### src/rtl/regfile_mp.sv
// Multi-read-port register file with post-reset clear sweep, optional write-to-read
// bypass and a per-register busy scoreboard. Register 0 always reads zero.

module regfile_mp_rd #(
    parameter int XLEN   = 32,
    parameter int AW     = 5,
    parameter int BYPASS = 1
) (
    input  logic            ready_i,
    input  logic [AW-1:0]   raddr_i,
    input  logic [XLEN-1:0] rval_i,
    input  logic            busy_i,
    input  logic            we_i,
    input  logic [AW-1:0]   waddr_i,
    input  logic [XLEN-1:0] wdata_i,
    output logic [XLEN-1:0] rdata_o,
    output logic            rbusy_o
);
    logic hit;
    assign hit = (BYPASS != 0) && we_i && (waddr_i == raddr_i);

    // Outputs are forced quiet until the sweep has defined every register.
    always_comb begin
        rdata_o = '0;
        rbusy_o = 1'b0;
        if (ready_i && raddr_i != '0) begin
            rdata_o = hit ? wdata_i : rval_i;
            rbusy_o = busy_i && !hit;
        end
    end
endmodule

module regfile_mp #(
    parameter int XLEN       = 32,
    parameter int REG_COUNT  = 32,
    parameter int READ_PORTS = 2,
    parameter int BYPASS     = 1,
    localparam int AW        = $clog2(REG_COUNT)
) (
    input  logic                       clk,
    input  logic                       rst_n,
    output logic                       ready,
    input  logic                       we,
    input  logic [AW-1:0]              waddr,
    input  logic [XLEN-1:0]            wdata,
    input  logic [READ_PORTS*AW-1:0]   raddr,
    output logic [READ_PORTS*XLEN-1:0] rdata,
    output logic [READ_PORTS-1:0]      rbusy,
    input  logic                       reserve_en,
    input  logic [AW-1:0]              reserve_addr,
    input  logic                       flush
);
    typedef enum logic {INIT, RUN} state_t;

    state_t              state_q;
    logic [AW-1:0]       ptr_q;
    logic                ready_q;
    logic [XLEN-1:0]     regs_q [REG_COUNT];
    logic [REG_COUNT-1:0] busy_q, busy_d;

    always_ff @(posedge clk or negedge rst_n) begin
        if (!rst_n) begin
            state_q <= INIT;
            ptr_q   <= AW'(1);
            ready_q <= 1'b0;
        end else begin
            case (state_q)
                INIT: begin
                    ptr_q <= ptr_q + AW'(1);
                    if (ptr_q == AW'(REG_COUNT - 1)) begin
                        state_q <= RUN;
                        ready_q <= 1'b1;
                    end
                end
                default: ;
            endcase
        end
    end

    // Storage has no reset: the sweep clears it, so contents are defined once ready rises.
    always_ff @(posedge clk) begin
        if (state_q == INIT)
            regs_q[ptr_q] <= '0;
        else if (we && waddr != '0)
            regs_q[waddr] <= wdata;
    end

    always_comb begin
        busy_d = busy_q;
        if (state_q == RUN) begin
            for (int r = 1; r < REG_COUNT; r++) begin
                if (flush)
                    busy_d[r] = 1'b0;
                else if (reserve_en && reserve_addr == AW'(r))
                    busy_d[r] = 1'b1;
                else if (we && waddr == AW'(r))
                    busy_d[r] = 1'b0;
            end
        end
        busy_d[0] = 1'b0;
    end

    always_ff @(posedge clk or negedge rst_n) begin
        if (!rst_n) busy_q <= '0;
        else        busy_q <= busy_d;
    end

    assign ready = ready_q;

    for (genvar i = 0; i < READ_PORTS; i++) begin : g_rd
        logic [AW-1:0] ra;
        assign ra = raddr[i*AW +: AW];
        regfile_mp_rd #(.XLEN(XLEN), .AW(AW), .BYPASS(BYPASS)) u_rd (
            .ready_i (ready_q),
            .raddr_i (ra),
            .rval_i  (regs_q[ra]),
            .busy_i  (busy_q[ra]),
            .we_i    (we),
            .waddr_i (waddr),
            .wdata_i (wdata),
            .rdata_o (rdata[i*XLEN +: XLEN]),
            .rbusy_o (rbusy[i])
        );
    end
endmodule

### config.mk
export PLATFORM = sky130hd
export DESIGN_NAME = regfile_mp
export DESIGN_NICKNAME = d
export VERILOG_FILES = /design/src/rtl/regfile_mp.sv
export SDC_FILE = /design/constraint.sdc
export NUM_CORES = 2
export LEC_CHECK = 0
export CAP_MARGIN = 0
export CORE_MARGIN = 4
export CORE_UTILIZATION = 45
export CTS_BUF_LIST = sky130_fd_sc_hd__clkbuf_4
export CTS_CLUSTER_SIZE = 16
export DETAILED_ROUTE_END_ITERATION = 8
export HOLD_SLACK_MARGIN = 0.12
export PLACE_DENSITY = 0.64
export REMOVE_ABC_BUFFERS = 1
export SLEW_MARGIN = 20
export SYNTH_ARGS = -nofsm -noshare
export SYNTH_HDL_FRONTEND = slang
export SYNTH_SLANG_ARGS = --single-unit
### constraint.sdc
create_clock -name clk -period 10.2 [get_ports clk]
set_input_delay 2.55 -clock clk [delete_from_list [all_inputs] [get_ports clk]]
set_output_delay 2.55 -clock clk [all_outputs]
set_load 0.03 [all_outputs]
==> flow_metrics.tcl <==
set metrics [dict create \
    status "complete, no violations" \
    hp-start "ptr_q[0]$_DFFE_PN1N_" \
    dr.first_iter.drc_count 4360 \
    p_sw_mw 2.33 \
    finalHoldViolations 0 \
    p_int_mw 7.06 \
    numCtsBuffers 297 \
    hp-class "flop to flop" \
    finalSetupViolations 0 \
    rows 122 \
    worst_slew_pin_slew_ns 1.22 \
    grt_max_degree 94 \
    dp_worst_setup_slack_ns 1.27 \
    clock_sinks 1062 \
    yosys_warnings 0 \
    die_y_um 343 \
    arrival_ns 6.42 \
    setup_ws_ns 1.23 \
    wl_per_cell_um 35.1 \
    p_clk_frac 0.393 \
    period_minus_slack_ns 8.97 \
    finalWeightedCongestion 0.818 \
    drtPass1Iterations 6 \
    vias 32000 \
    core_area_mm2 0.111 \
    drive_gt1_frac 0.350 \
    postRouteAntennaNets 0 \
    synth_top_flop_cell "edfxtp_1" \
    power_density_mw_per_mm2 165 \
    cts-resized-gates 0 \
    setup_tns_ns 0 \
    clk_path_buf_depth 4 \
    fin_util 0.514 \
    swShare 0.248 \
    critical_path.startpoint "raddr[4]" \
    initial_utilization 0.454 \
    rsz0062_at_grt "no" \
    postCtsSetupRepairBufs 0 \
    synth_edf_count 1024 \
    antenna_found_initial 2 \
    cp_max_fo 16 \
    drc 0 \
    seqPwrFrac 0.512 \
    crit_type "input pin to output port" \
    clk_latency_ns 1.18 \
    leakagePower_nw 19.9 \
    synth_top_area_cell "edfxtp_1" \
    post-dp-hpwl_um 93200 \
    n_fill_cell 8921 \
    worstPathRequired_ns 7.65 \
    vdd_drop_max_mv 0.114 \
    synth-seq-area-share 0.629 \
    grt_overflow 0 \
    synth_seq_cells 1062 \
    cts_tree "built" \
    slew_viol_final 0 \
    skew_ns 0.0743 \
    start_kind "input pin" \
    drt_wl_total_um 163000 \
    final_cell_mix "1024 x edfxtp_1, 479 x mux4_2, 414 x clkbuf_4, 164 x mux2i_1, 114 x clkdlybuf4s50_1" \
    yosysTopAreaCellShare 0.610 \
    synth.avg_cell_area_um2 18.8 \
    final_common_cell "edfxtp_1" \
    io_pins 124 \
    synthTopCellsByArea "edfxtp_1 61%, mux4_2 21%, mux2i_1 3.3%" \
    holdBufCountCts 0 \
    max_freq_mhz 111 \
    htreeDepth 5 \
    grt_usage 0.278 \
    die_w_um 343 \
    num-nets-final 3043 \
    postSynthCellCount 2688 \
    syn_area_mm2 0.0504 \
    clk_pin_slew_ns 0.06 \
    port_buffers 123 \
    ys_types 64 \
    cp-end-kind "output port" \
    grt_first_pass_wirelength_um 233000 \
    cts_root_buffer "clkbuf_4" \
    vias_per_cell 6.87 \
    ys_async_sr_fraction 0.0358 \
    relSlewSlack 0.185 \
    finalCritPeriodShare 0.880 \
    areaGrowthSynthToFinish_pct 13.2 \
    comb_power_share 0.096 \
    die-area_mm2 0.117 \
    timing.rr.start "state_q$_DFF_PN0_" \
    max-cap-violations 0 \
    first_global_vias 32700 \
]
==> state kept, by name, indices dropped and copies added (netlist names) <==
signal   flops
ready        1
ptr_q        5
regs_q    1024
state_q      1
busy_q      31
==> stage by stage <==
step           cells  power, mW  instance area [µm²]  hold WS, ns
2_1_floorplan   2462       5.33                49300        0.485
3_3_place_gp    4168       5.78                53500        0.498
3_5_place_dp    4173       5.79                53600        0.504
4_1_cts         4651       9.44                57100        0.510
5_1_grt         4652       9.75                57100        0.513
6_report        4653       9.39                57100        0.510
==> layout make-up <==
class,instances,area [µm²],share of cell area
clock inverters,64,337,0.00590
inverters,39,146,0.00256
well taps,1488,1860,0.0326
clock buffers,414,3110,0.0544
repair buffers,223,2170,0.0381
multi-input cells,1361,17800,0.311
flip-flops and latches,1062,31700,0.555
diodes,2,5.00,0.0000877
==> critical path, stage by stage <==
cell and delay [ns]:
clkdlybuf4s50_1 0.74, xnor2_1 0.27, and2_1 0.21, a21oi_1 0.18, nand2_2 0.50, buf_4 0.52, o221ai_1 0.60, clkdlybuf4s50_1 0.81
==> synthesized netlist by cell type (6+ instances only) <==
cell type     n
o21bai_1     30
a31oi_1       8
inv_2        12
a32o_1       31
clkinv_1     20
buf_4        23
a21oi_1      41
a22oi_1      70
nand2_1      80
nor4_1        6
a22o_1       29
inv_1         7
nor2b_1      20
o21ai_1      30
xnor2_1       9
a221oi_1     91
buf_2        57
mux2_2       18
a221o_1      28
a211o_1       6
mux4_2      479
and2_1       39
edfxtp_1   1024
buf_1        14
clkbuf_1    114
nor2_1       57
dfrtp_1      37
nand2b_1      8
o221ai_1     36
mux2i_1     164
nor3_1        8
buf_6        18
nand3_1      12
==> metal layers <==
metal | wire length, µm | global-route usage | part of all wire
met4 | 6350 | 0.108 | 0.039
met3 | 17600 | 0.0624 | 0.11
met1 | 60600 | 0.374 | 0.37
met5 | 13 | 0 | 0.000080
met2 | 78600 | 0.445 | 0.48
==> power groups by stage <==
stage          clock network, mW  registers [mW]  logic (mW)
6_report                    3.69            4.80       0.900
5_1_grt                     4.01            4.80       0.939
4_1_cts                     3.74            4.80       0.898
3_5_place_dp                   0            4.90       0.895
3_3_place_gp                   0            4.90       0.882
2_1_floorplan                  0            4.90       0.435
==> logic make-up after synthesis <==
family,after synthesis,synth area share
buffers and inverters,265,0.0255
adder cells (fa/ha/maj),2,0.000496
AND/OR/NAND/NOR,250,0.0241
XOR/XNOR,13,0.00226
flip-flops,1062,0.629
AO/OA/AOI/OAI,431,0.0677
multiplexers,665,0.251
==> worst paths after layout <==
check / slack [ns] / end / cells after the start
worst max-delay path: 1.23 / rdata[21] / 8
worst min-delay path: 0.51 / ptr_q[0]$_DFFE_PN1N_ / 1
max in group asynchronous: 8.07 / busy_q[15]$_DFFE_PN0P_ / 1
worst min register to register: 0.51 / ptr_q[0]$_DFFE_PN1N_ / 1
worst max register to register: 6.04 / regs_q[4][31]$_DFFE_PP_ / 7
min in group asynchronous: 1.54 / ptr_q[2]$_DFFE_PN0N_ / 1
No activity file was read; power rests on OpenSTA's default activity.
